`config.mk`:
```
export PLATFORM = sky130hd
export DESIGN_NAME = mfp_als_spi_sampler
export DESIGN_NICKNAME = d
export VERILOG_FILES = /design/src/rtl/mfp_als_spi_sampler_pkg.sv /design/src/rtl/mfp_sync_2ff.sv /design/src/rtl/mfp_als_spi_sampler.sv
export SDC_FILE = /design/constraint.sdc
export NUM_CORES = 1
export LEC_CHECK = 0
export CAP_MARGIN = 20
export CORE_AREA = 2 2 80 82
export DETAILED_ROUTE_END_ITERATION = 7
export DIE_AREA = 0 0 82 84
export GPL_TIMING_DRIVEN = 0
export PLACE_DENSITY = 0.66
export REMOVE_ABC_BUFFERS = 1
export SYNTH_ARGS = -nofsm -noshare
export SYNTH_HDL_FRONTEND = slang
export SYNTH_SLANG_ARGS = --single-unit
```
`constraint.sdc`:
```
create_clock -name clock -period 2.4 [get_ports clock]
set_clock_uncertainty 0.2 [all_clocks]
set_input_delay 0.6 -clock clock [delete_from_list [all_inputs] [get_ports clock]]
set_output_delay 0.6 -clock clock [all_outputs]
set_load 0.1 [all_outputs]
```
`src/rtl/mfp_als_spi_sampler_pkg.sv`:
```
// Shared state encoding, ADC081S021 frame layout and default timing for the ALS sampler.
package mfp_als_spi_sampler_pkg;

    typedef enum logic [2:0] {
        ST_IDLE,
        ST_SETUP,
        ST_SHIFT,
        ST_HOLD,
        ST_DONE,
        ST_GAP
    } als_state_e;

    localparam int ALS_FRAME_BITS    = 16;
    localparam int ALS_DATA_MSB      = 12;
    localparam int ALS_DATA_LSB      = 5;
    localparam int DEF_CLK_DIV       = 8;
    localparam int DEF_SAMPLE_PERIOD = 50000;

    // The ADC pads its 8-bit result with zeros on both sides; anything else is a broken frame.
    function automatic logic als_frame_bad(input logic [ALS_FRAME_BITS-1:0] frame);
        return (frame[ALS_FRAME_BITS-1:ALS_DATA_MSB+1] != '0) ||
               (frame[ALS_DATA_LSB-1:0] != '0);
    endfunction

endpackage

```
`src/rtl/mfp_sync_2ff.sv`:
```
// Two-flop synchronizer for slow asynchronous inputs; width is a parameter.
module mfp_sync_2ff #(
    parameter int WIDTH = 1
) (
    input  logic             clock,
    input  logic             resetn,
    input  logic [WIDTH-1:0] d,
    output logic [WIDTH-1:0] q
);

    logic [WIDTH-1:0] meta;

    always_ff @(posedge clock or negedge resetn) begin
        if (!resetn) begin
            meta <= '0;
            q    <= '0;
        end else begin
            meta <= d;
            q    <= meta;
        end
    end

endmodule

```
`src/rtl/mfp_als_spi_sampler.sv`:
```
// PmodALS read controller: runs 16-bit SPI frames on start or a periodic tick and
// publishes the 8-bit light sample with a one-cycle valid strobe.
module mfp_als_spi_sampler
    import mfp_als_spi_sampler_pkg::*;
#(
    parameter int CLK_DIV       = DEF_CLK_DIV,
    parameter int SAMPLE_PERIOD = DEF_SAMPLE_PERIOD
) (
    input  logic       clock,
    input  logic       resetn,
    input  logic       enable,
    input  logic       start,
    input  logic       spi_sdo,
    output logic       spi_cs_n,
    output logic       spi_sck,
    output logic [7:0] sample,
    output logic       sample_valid,
    output logic       frame_err,
    output logic       busy
);

    localparam int DIV_W = $clog2(CLK_DIV);
    localparam int PER_W = $clog2(SAMPLE_PERIOD);

    als_state_e                state;
    logic [DIV_W-1:0]          div_cnt;
    logic [3:0]                bit_cnt;
    logic [ALS_FRAME_BITS-1:0] shreg;
    logic [PER_W-1:0]          period_cnt;
    logic                      pending;
    logic [0:0]                sdo_sync;
    logic                      tick;
    logic                      trigger;
    logic                      div_last;

    mfp_sync_2ff #(.WIDTH(1)) u_sdo_sync (
        .clock  (clock),
        .resetn (resetn),
        .d      (spi_sdo),
        .q      (sdo_sync)
    );

    assign tick     = enable && (period_cnt == PER_W'(SAMPLE_PERIOD - 1));
    assign trigger  = start || tick;
    assign div_last = (div_cnt == DIV_W'(CLK_DIV - 1));

    always_ff @(posedge clock or negedge resetn) begin
        if (!resetn) begin
            period_cnt <= '0;
        end else if (!enable || tick) begin
            period_cnt <= '0;
        end else begin
            period_cnt <= period_cnt + 1'b1;
        end
    end

    always_ff @(posedge clock or negedge resetn) begin
        if (!resetn) begin
            state        <= ST_IDLE;
            div_cnt      <= '0;
            bit_cnt      <= '0;
            shreg        <= '0;
            pending      <= 1'b0;
            spi_cs_n     <= 1'b1;
            spi_sck      <= 1'b1;
            sample       <= '0;
            sample_valid <= 1'b0;
            frame_err    <= 1'b0;
            busy         <= 1'b0;
        end else begin
            sample_valid <= 1'b0;
            // Only one request can wait behind a running frame; later ones are absorbed.
            if (state == ST_IDLE)
                pending <= 1'b0;
            else if (trigger)
                pending <= 1'b1;

            case (state)
                ST_IDLE: begin
                    if (trigger || pending) begin
                        state    <= ST_SETUP;
                        spi_cs_n <= 1'b0;
                        busy     <= 1'b1;
                        div_cnt  <= '0;
                    end
                end
                ST_SETUP: begin
                    if (div_last) begin
                        state   <= ST_SHIFT;
                        spi_sck <= 1'b0;
                        div_cnt <= '0;
                        bit_cnt <= '0;
                    end else begin
                        div_cnt <= div_cnt + 1'b1;
                    end
                end
                ST_SHIFT: begin
                    if (!div_last) begin
                        div_cnt <= div_cnt + 1'b1;
                    end else begin
                        div_cnt <= '0;
                        if (!spi_sck) begin
                            spi_sck <= 1'b1;
                            shreg   <= {shreg[ALS_FRAME_BITS-2:0], sdo_sync};
                        end else if (bit_cnt == 4'd15) begin
                            state <= ST_HOLD;
                        end else begin
                            spi_sck <= 1'b0;
                            bit_cnt <= bit_cnt + 1'b1;
                        end
                    end
                end
                ST_HOLD: begin
                    if (div_last) begin
                        state        <= ST_DONE;
                        spi_cs_n     <= 1'b1;
                        sample_valid <= 1'b1;
                        frame_err    <= als_frame_bad(shreg);
                        if (!als_frame_bad(shreg))
                            sample <= shreg[ALS_DATA_MSB:ALS_DATA_LSB];
                    end else begin
                        div_cnt <= div_cnt + 1'b1;
                    end
                end
                ST_DONE: begin
                    state   <= ST_GAP;
                    div_cnt <= '0;
                end
                // DONE plus GAP keep CS high for CLK_DIV quiet cycles before IDLE.
                ST_GAP: begin
                    if (div_cnt == DIV_W'(CLK_DIV - 2)) begin
                        state <= ST_IDLE;
                        busy  <= 1'b0;
                    end else begin
                        div_cnt <= div_cnt + 1'b1;
                    end
                end
                default: state <= ST_IDLE;
            endcase
        end
    end

endmodule
```
# Word level (Yosys, flattened, before mapping)
# Index checks and enable logic that the tools add are counted.
# totals
wordCells,96
input_bits,5
output_inout_bits,13
n_memories,0
latch_bits,0
mem_bits_rw,0
register_bits,58
romBits,0
# classes
magnitude_cmp,0
shifts,0
bitwise_logic,2
mux,34
addsub,3
multipliers,0
n_reduce_logical,24
n_eq_ne,19
div,0
# ops
op,count
$mux 3,11
$ne 2x2->1 const B,9
$pmux 3 s6,1
$add 16x1->16 const B,1
$eq 16x16->1 const B,1
$mux 16,1
$mux 4,4
$pmux 3 s5,1
$reduce_and 3->1,5
$eq 3x3->1 const B,4
$mux 1,12
$reduce_bool 5->1,2
$pmux 4 s2,1
$reduce_bool 2->1,4
$reduce_and 7->1,1
$eq 3x2->1 const B,2
$pmux 1 s2,3
$reduce_and 5->1,1
$add 4x1->4 const B,1
$eq 4x4->1 const B,1
$logic_or 1x1->1,4
$reduce_and 4->1,1
$add 3x1->3 const B,1
$eq 3x1->1 const B,1
other kinds (8),9

# Logic depth before layout (Yosys ltp)
# Gate-level depths: netlist of the first run.
# depth
ltp_word,6
ltp_mapped,7
depth_no_buf,6

# Hierarchy
# From an unflattened synthesis of the first run, not the netlist that was laid out.
# unflattened
hier_cells,223
area_unflattened_um2,2707.6
# modules_own_cells
module,cells_per_inst,area_per_inst_um2,n_inst,seq_area_each_um2
mfp_als_spi_sampler,221,2657.5,1,1403.8
mfp_sync_2ff,2,50.0,1,50.0

# Worst setup path before layout of the first run
# Ideal clock, no wire load.
# synth_timing
path_type,register to register
startpoint,reg spi_sck
endpoint,reg shreg[10]
path_buffers,1
arrival_time_ps,1747
setup_ps,128
path_stages_with_launch,5
t_required_ps,2072
period_less_slack_ps,2075
path_slack_ps,325
cell_sequence,dfstp_2 inv_1 nand3_2 buf_2 mux2_1
# synth_via
elab_chain_len,2
# synth_lines
element,line_no,source
from (decl),mfp_als_spi_sampler.sv:15,"output logic spi_sck,"
from (signal assigned),mfp_als_spi_sampler.sv:65,spi_sck <= 1'b1;
from (signal assigned),mfp_als_spi_sampler.sv:90,spi_sck <= 1'b0;
from (signal assigned),mfp_als_spi_sampler.sv:103,spi_sck <= 1'b1;
$not 1->1 (no source line),-,
$reduce_and 3->1 (no source line),-,
to (signal assigned),mfp_als_spi_sampler.sv:104,"shreg <= {shreg[ALS_FRAME_BITS-2:0], sdo_sync};"
to (decl),mfp_als_spi_sampler.sv:28,logic [ALS_FRAME_BITS-1:0] shreg;
# No other way between the ends.
# A chain may end at the register's enable or synchronous reset.

# Worst setup path after layout of the first run
# layout_timing
startpoint,reg sample[1]
endpoint,out sample[1]
# layout_rtl
element,line_no,source
from (decl),mfp_als_spi_sampler.sv:16,"output logic [7:0] sample,"
from (signal assigned),mfp_als_spi_sampler.sv:120,sample <= shreg[ALS_DATA_MSB:ALS_DATA_LSB];
# No word-level cell between the ends.

==> qor.txt, run 1 <==
Root Driver: clkbuf_8
clock sinks: 58
commonest non-fill, non-tap cell in the layout: dfrtp_1
kind of critical path: register to primary output
Rows: 29
CTS tree: done
vias in the first global route: 1557
R2R depth: 6
data arrival time of the worst path: 1.52 ns
I/O pin count: 18
P&R area growth vs syn: 17.9%
core area: 0.00610 sq mm
final core utilization: 0.507
initial antenna violation count: 0
leakage: 1.44 nW
number of hold buffers added after cts: 0
Slew Limit Fails: 0
Iter 0 DRT Violations: 67
RR Endpoint: bit_cnt[0]
CTS H-Tree Depth: 3
netlist area before placement: 0.00262 sq mm
Slew HR: 0.364
die area: 0.00689 sq mm
Crit. End Element: primary output
Syn Inst Count: 221
worst vdd ir: 0.322 mV
die width: 82 microns
worst-margin pin slew: 0.958 ns
nets: 254
Post-DP Area: 0.00288 sq mm
RSZ-0062 raised after global routing: no
Detail Placement HPWL: 2.85 mm
status: complete, no violations
GRT met3 Usage: 0.0444
sequential element share of the synthesized area: 0.554
crit path launch: sample[1]
simple-gate share of the synthesized area: 0.166
worst skew pair latency: 0.33 ns
critical-path cell list: dlygate4sd2_1
Hold Fails Final Rpt: 0
Die H: 84 microns
count of different cell masters after synthesis: 44
pwr dens: 654 mW/mm^2
design area: 0.00309 sq mm
slowest cell on the critical path: dlygate4sd2_1
Area contributors post-synth: dfrtp_1 (53%), mux2_1 (6.4%), mux2_2 (4.7%), xnor2_1 (3.7%), nor2_1 (2.9%)
Fmax: 431 MHz
Residual DRC: 0
final setup violation count: 0
clock-pin slew on the worst setup and hold paths: 0.07 ns
CTS Buf Count: 9
crit path buf inv count: 1
GPL Wtd Cong: 0.879
largest buffer count on any clock path: 2
Largest stage delay, worst path: 0.85 ns
Global Route met2 Usage: 0.186
met1 GRT Util: 0.190
most frequent cells in the layout: dfrtp_1 (56), nor2_1 (20), mux2_1 (15)
FF-to-FF Start: div_cnt[1]
Synth Area in Compound Gates: 0.0639
CP top delay family: buffers and inverters
largest net degree at the start of global routing: 34
Synth Area per Inst: 11.9 sq um
ratio of cells with drive above 1 in the final layout: 0.161
first-pass GRT wire length: 7.11 mm
wire per inst: 12.9 microns
final wirelength: 4.20 mm
number of synthesized register bits: 58
Routed Antenna Nets: 0
number of max-cap violations: 0
placed instance count: 310
total congestion overflow: 0
n_diodes: 0
drt pass-1 iters: 4
Global Route Usage Sum: 0.137
mux cell area share after synthesis: 0.115
CP Launch Type: register
Yosys top cell by area: dfrtp_1
fin cells: 326
minimum clock period: 2.32 ns
internal reg-to-reg setup slack: 0.17 ns
Yosys top cell area share: 0.534
Final period util: 0.968
layer with the highest usage: met1
Data required, critical path: 1.60 ns
port bufs: 17
Starting Density: 0.430
main combinational cell family by area after synthesis: simple AND/OR/NAND/NOR gates
Hold Crit Class: primary input to asynchronous set/reset pin
post-synthesis adder-cell area fraction: 0.0239
vias: 1691
Worst Path Max Fanout: 2
via/cell ratio: 5.19
Synth Area in XOR/XNOR: 0.0501
synth warn: 0
## worst max path at each step
stage               endpoint  slack (ns)  cells after the start
4_1_cts            sample[1]       0.001                      6
3_5_place_dp      div_cnt[0]       -0.13                      5
6_report           sample[1]        0.08                      1
5_1_grt            sample[1]       0.003                      1
2_1_floorplan      sample[0]        0.39                      6
3_3_place_gp   period_cnt[8]       -1.31                      1
## report_power, final
group / leakage (nW) / internal [W] / switching (W)
sequential: 0.764 / 0.000986 / 0.00000694
combinational: 0.572 / 0.0000139 / 0.0000279
clock: 0.109 / 0.000609 / 0.000379
total: 1.44 / 0.00161 / 0.000414
## flip-flops by register name, indices dropped and copies added (netlist names)
signal           cells
period_cnt          16
shreg               16
sample               8
bit_cnt              4
div_cnt              3
state                3
busy                 1
frame_err            1
pending              1
sample_valid         1
spi_cs_n             1
spi_sck              1
u_sdo_sync.meta      1
u_sdo_sync.q         1
## final cells by class
class | count | area [sq um]
Inverter | 11 | 41.3
Timing Repair Buffer | 18 | 174
Tap cell | 77 | 96.3
Multi-Input combinational cell | 146 | 1110
Fill cell | 552 | 3000
Sequential cell | 58 | 1450
Clock buffer | 11 | 141
Clock inverter | 5 | 77.6
## through the flow
step	setup WS, ns	power [W]	hold slack [ns]	setup TNS [ns]
after global placement	-1.31	0.00105	0.161	-75.08
after global routing	0.00290	0.00210	0.171	0
after detailed placement	-0.130	0.00105	0.144	-0.445
after floorplan	0.391	0.00102	0.104	0
final	0.0778	0.00202	0.133	0
after CTS	0.00122	0.00205	0.154	0
## cells in the mapped netlist, drive strengths merged
cell type,n
nor3b,1
a22o,2
nor2,20
ha,5
nand2,11
a31oi,1
xor2,4
nor3,6
a21o,1
a41oi,1
xnor2,11
a21oi,5
and3,5
o22a,1
a31o,1
clkbuf,2
dfrtp,56
nor4,5
inv,11
or3,2
o2111a,1
dfstp,2
buf,4
o21bai,2
or4,2
mux2i,1
o21ai,2
and2,1
a2bb2oi,1
o31ai,2
and4,2
nor2b,2
o41ai,2
nor4bb,2
nand3,11
nor4b,1
nand4,5
o21a,1
mux2,26
## per-layer routing
metal | wire, microns | vias up
met4 | 76 | 0
met3 | 158 | 6
met2 | 1850 | 25
met5 | 0 | -
met1 | 2110 | 821
li1 | - | 839
## cells by family after synthesis
family	count (synthesis)
adder cells (fa/ha/maj)	5
AND/OR/NAND/NOR	76
AO/OA/AOI/OAI	23
buffers and inverters	17
flip-flops	58
XOR/XNOR	15
multiplexers	27
## what timing repair did
action                                  in CTS  in global routing
endpoints found under the setup margin      13                  8
buffers inserted                             0                  0
cloned                                       0                  0
resized for setup                           17                  2
No activity file was read; power rests on OpenSTA's default activity.
==> inputs of run 2 (changes only) <==
CELL_PAD_IN_SITES_DETAIL_PLACEMENT = 1   (was unset)
CELL_PAD_IN_SITES_GLOBAL_PLACEMENT = 1   (was unset)
PLACE_DENSITY = 0.78   (was 0.66)
==> run 2 against run 1 <==
Worst hold slack lost 0.077 ns. Global-route usage rose by 4.0 points. Fmax fell by 0.41%. Design area is 0.57% higher. Cell count did not move. Core utilization rose by 0.29 points. Via count grew 4.6%. First-iteration DRC count increased by 10%. Clock-buffer cell count stayed put. Combinational power up 5.5%. Non-clock buffer count stayed put. Critical path type unchanged. Critical endpoint is now sample[4]. Largest power group unchanged.
==> qor.txt, run 2 (synthesis results as in run 1) <==
I/O pin count: 18 (unchanged)
worst-margin pin slew: 0.954 ns (-0.00434 ns)
Data required, critical path: 1.60 ns (about the same)
port bufs: 17 (unchanged)
leakage: 1.44 nW (-0.41%)
Slew Limit Fails: 0 (unchanged)
nets: 254 (unchanged)
# Post-CTS Setup Buffers: 0 (unchanged)
worst vdd ir: 0.418 mV (+30%)
vias in the first global route: 1911 (+23%)
number of max-cap violations: 0 (unchanged)
Slew HR: 0.367 (+0.00288)
worst skew pair latency: 0.33 ns (about the same)
internal reg-to-reg setup slack: 0.16 ns (about the same)
Combinational Power Share: 0.022 (about the same)
clock-pin slew on the worst setup and hold paths: 0.07 ns (about the same)
minimum clock period: 2.33 ns (+0.00954 ns)
Hold Crit Class: primary input to asynchronous set/reset pin
P&R area growth vs syn: 18.6%
core area: 0.00610 sq mm (unchanged)
Clk pwr share: 0.489 (about the same)
data arrival time of the worst path: 1.53 ns (about the same)
Starting Density: 0.430 (unchanged)
Global Route Usage Sum: 0.177 (+0.0399)
Largest stage delay, worst path: 0.85 ns (about the same)
Worst Path Max Fanout: 2 (unchanged)
DP Worst Slack: -0.200 ns (-0.0702 ns)
placed instance count: 310 (unchanged)
pwr dens: 653 mW/mm^2 (-0.14%)
ratio of cells with drive above 1 in the final layout: 0.173 (+0.0120)
final wirelength: 5.21 mm (+24%)
CP top delay family: buffers and inverters
FF-to-FF Start: div_cnt[1]
GPL Wtd Cong: 0.821 (-6.6%)
internal power: 0.00161 W (about the same)
crit path launch: sample[4]
net switching power: 0.000422 W (+2.0%)
slowest cell on the critical path: dlygate4sd2_1
CP Launch Type: register
design area: 0.00311 sq mm (+0.57%)
CTS tree: done
most frequent cells in the layout: dfrtp_1 (56), nor2_1 (20), mux2_1 (15)
Rows: 29 (unchanged)
CTS H-Tree Depth: 3 (unchanged)
Crit. End Element: primary output
largest buffer count on any clock path: 2 (unchanged)
Largest regs: period_cnt: 16 flops, shreg: 16 flops, sample: 8 flops
Post-DP Area: 0.00288 sq mm (unchanged)
final setup violation count: 0 (unchanged)
switching share of power: 0.208 (+0.00325)
largest net degree at the start of global routing: 36 (+5.9%)
wire per inst: 16.0 microns (+24%)
n_diodes: 0 (unchanged)
kind of critical path: register to primary output
fin cells: 326 (unchanged)
total congestion overflow: 0 (unchanged)
die width: 82 microns (unchanged)
Hold Fails Final Rpt: 0 (unchanged)
Final period util: 0.972 (+0.00398)
initial antenna violation count: 0 (unchanged)
Detail Placement HPWL: 3.52 mm (+23%)
Root Driver: clkbuf_8
setup ws final: 0.0683 ns (-0.00954 ns)
Iter 0 DRT Violations: 74 (+10%)
Flop pwr share: 0.489 (-0.002)
commonest non-fill, non-tap cell in the layout: dfrtp_1
Residual DRC: 0 (unchanged)
RSZ-0062 raised after global routing: no
via/cell ratio: 5.42 (+4.6%)
number of hold buffers added after cts: 0 (unchanged)
die area: 0.00689 sq mm (unchanged)
first-pass GRT wire length: 9.14 mm (+29%)
drt pass-1 iters: 4 (unchanged)
crit path buf inv count: 1 (unchanged)
Routed Antenna Nets: 0 (unchanged)
clock sinks: 58 (unchanged)
status: complete, no violations
Fmax: 429 MHz (-0.41%)
vias: 1768 (+4.6%)
CTS Buf Count: 9 (unchanged)
Die H: 84 microns (unchanged)
critical-path cell list: dlygate4sd2_1
-- run 2: changes by cell type in the layout (fill, tap and decap cells not counted) --
cell,change
o41ai_1,-1
dlygate4sd2_1,-3
a21oi_2,+1
o41ai_2,+1
a21oi_1,-1
nor2b_2,+1
clkdlybuf4s15_1,+3
nor2b_1,-1
-- run 2: final cells by class --
class	instances	area, sq um
fill	648	2990
sequential	58	1450
multi-input combinational	146	1120
timing repair buffer	18	178
clock buffer	11	141
tap	77	96.3
clock inverter	5	77.6
inverter	11	41.3
-- run 2: power groups by stage --
stage / logic (W) / registers, W / clock network, W
2_1_floorplan: 0.0000110 / 0.00101 / 0
3_3_place_gp: 0.0000405 / 0.00101 / 0
3_5_place_dp: 0.0000458 / 0.00101 / 0
4_1_cts: 0.0000466 / 0.000993 / 0.00102
5_1_grt: 0.0000509 / 0.000994 / 0.00107
6_report: 0.0000441 / 0.000994 / 0.000994
-- run 2: path summary, 6_finish.rpt --
path                                     end  cells after the start
worst max-delay path               sample[4]                      1
worst min-delay path              bit_cnt[0]                      1
worst max register to register     sample[2]                      6
worst min register to register  u_sdo_sync.q                      0
max in group asynchronous           spi_cs_n                      2
min in group clock              u_sdo_sync.q                      0
-- run 2: per-stage QoR --
step                      utilization  total power (W)  setup TNS [ns]  hold WS [ns]
after detailed placement        0.472          0.00106          -0.923         0.141
after floorplan                     -          0.00102               0         0.104
after global routing            0.510          0.00212               0        0.0835
final                           0.510          0.00203               0        0.0567
after CTS                       0.507          0.00206               0        0.0760
after global placement          0.469          0.00105          -74.19         0.137
-- run 2: per-layer routing --
layer / global-route usage / vias to the layer above / wire length (microns)
met3: 0.0487 / 7 / 149
met2: 0.292 / 25 / 2610
met1: 0.217 / 901 / 2380
li1: - / 835 / -
met5: 0 / - / 0
met4: 0.0682 / 0 / 72
-- run 2: what timing repair did --
item | in CTS | in global routing
hold endpoints to repair | 0 | 0
gates resized for setup | 19 | 6
setup endpoints to repair | 21 | 9
pin swaps | 0 | 0
==> inputs of run 3 (changes only) <==
--- a/constraint.sdc
+++ b/constraint.sdc
@@ -3,3 +3,3 @@
 set_input_delay 0.6 -clock clock [delete_from_list [all_inputs] [get_ports clock]]
 set_output_delay 0.6 -clock clock [all_outputs]
-set_load 0.1 [all_outputs]
+set_load 0.005 [all_outputs]
==> run 3 against run 2 <==
Sequential share of layout area decreased by 0.11 points. Sequential cell count unchanged. Via count decreased by 0.11%. Core utilization increased by 0.12 points. Critical path type is now register to register.
==> qor.txt, run 3 (synthesis results as in run 1) <==
final setup violation count: 0 (unchanged)
data arrival time of the worst path: 2.24 ns (+0.71 ns)
FF-to-FF Start: div_cnt[1]
Hold Crit Class: primary input to asynchronous set/reset pin
Largest regs: period_cnt: 16 flops, shreg: 16 flops, sample: 8 flops
Flop pwr share: 0.490 (about the same)
internal reg-to-reg setup slack: 0.17 ns (about the same)
Die H: 84 microns (unchanged)
vias: 1766 (-0.11%)
clock-pin slew on the worst setup and hold paths: 0.07 ns (about the same)
final wirelength: 5.16 mm (-0.98%)
Hold Fails Final Rpt: 0 (unchanged)
RSZ-0062 raised after global routing: no
Rows: 29 (unchanged)
Global Route Usage Sum: 0.177 (-0.000224)
first-pass GRT wire length: 9.16 mm (+0.15%)
kind of critical path: register to register
switching share of power: 0.207 (-0.00118)
port bufs: 17 (unchanged)
n_diodes: 0 (unchanged)
GPL Wtd Cong: 0.821 (unchanged)
I/O pin count: 18 (unchanged)
number of max-cap violations: 0 (unchanged)
clock sinks: 58 (unchanged)
status: complete, no violations
total congestion overflow: 0 (unchanged)
Root Driver: clkbuf_8
wire per inst: 15.8 microns (-0.98%)
via/cell ratio: 5.42 (-0.11%)
die width: 82 microns (unchanged)
most frequent cells in the layout: dfrtp_1 (56), nor2_1 (20), clkdlybuf4s50_1 (16)
pwr dens: 651 mW/mm^2 (-0.38%)
CP Launch Type: register
core area: 0.00610 sq mm (unchanged)
TNS Setup: 0 ns (unchanged)
Fmax: 448 MHz (+4.4%)
Pwr Total: 0.00203 W (-0.14%)
largest buffer count on any clock path: 2 (unchanged)
nets: 254 (unchanged)
final core utilization: 0.511 (+0.00123)
P&R area growth vs syn: 18.9%
placed instance count: 310 (unchanged)
CTS tree: done
Final period util: 0.931 (-0.0405)
RR Endpoint: sample[2]
Worst Path Max Fanout: 9 (+7)
CTS Buf Count: 9 (unchanged)
Fillers: 643 (-0.77%)
Data required, critical path: 2.41 ns (+0.81 ns)
drt pass-1 iters: 4 (unchanged)
ratio of cells with drive above 1 in the final layout: 0.165 (-0.00803)
vias in the first global route: 1920 (+0.47%)
Crit. End Element: register
crit path launch: div_cnt[1]
Slew HR: 0.618 (+0.252)
fin cells: 326 (unchanged)
Iter 0 DRT Violations: 72 (-2.7%)
Residual DRC: 0 (unchanged)
CTS H-Tree Depth: 3 (unchanged)
Slew Limit Fails: 0 (unchanged)
Clk pwr share: 0.489 (about the same)
Routed Antenna Nets: 0 (unchanged)
Detail Placement HPWL: 3.52 mm (unchanged)
internal power: 0.00161 W (about the same)
Starting Density: 0.430 (unchanged)
leakage: 1.40 nW (-2.6%)
worst vdd ir: 0.418 mV (about the same)
die area: 0.00689 sq mm (unchanged)
minimum clock period: 2.23 ns (-0.0972 ns)
R2R depth: 6 (unchanged)
Combinational Power Share: 0.022 (about the same)
net switching power: 0.000419 W (-0.70%)
worst skew pair latency: 0.33 ns (about the same)
worst-margin pin slew: 0.572 ns (-0.381 ns)
commonest non-fill, non-tap cell in the layout: dfrtp_1
largest net degree at the start of global routing: 36 (unchanged)
initial antenna violation count: 0 (unchanged)
==> run 3: worst max-delay path by stage <==
stage | to | slack [ns] | cells past startpoint
after floorplan | sample[0] | 0.39 | 6
after global placement | period_cnt[8] | -1.30 | 1
after detailed placement | div_cnt[0] | -0.20 | 5
after CTS | sample[2] | 0.09 | 6
after global routing | shreg[5] | 0.03 | 3
final | sample[2] | 0.17 | 6
==> run 3: area by class of cell <==
cell class	count	area [sq um]	share of cell area
multi-input cells	146	1120	0.360
flip-flops and latches	58	1450	0.466
repair buffers	18	185	0.0594
clock buffers	11	141	0.0453
clock inverters	5	77.6	0.0249
well taps	77	96.3	0.0309
inverters	11	41.3	0.0132
==> run 3: critical path, stage by stage (launching register included) <==
cell	delay [ns]
dfrtp_1	0.38
ha_1	0.16
ha_1	0.26
nor2b_2	0.25
and3_2	0.31
nand3_4	0.17
mux2_1	0.38
==> run 3: power by group through the flow <==
stage,combinational [W],clock [W],sequential [W]
after floorplan,0.0000110,0,0.00101
after global placement,0.0000405,0,0.00101
after detailed placement,0.0000458,0,0.00101
after CTS,0.0000466,0.00102,0.000993
after global routing,0.0000509,0.00107,0.000994
final,0.0000439,0.000991,0.000994
==> run 3: what timing repair did <==
item	in CTS	in global routing
resized for setup	2	3
buffers inserted	0	0
hold buffers	0	0
setup endpoints to repair	8	6
==> run 3: metrics by stage <==
step	hold slack, ns	instance area [sq um]	setup slack [ns]
final	0.0613	3120	0.166
after global routing	0.0835	3120	0.0297
after CTS	0.0760	3100	0.0857
after detailed placement	0.141	2880	-0.200
after global placement	0.137	2860	-1.30
after floorplan	0.104	2590	0.392
==> run 3: routing by layer <==
layer / GRT usage / routed length [microns]
met1: 0.215 / 2340
met2: 0.293 / 2620
met3: 0.0487 / 140
met4: 0.0682 / 56
met5: 0 / 0
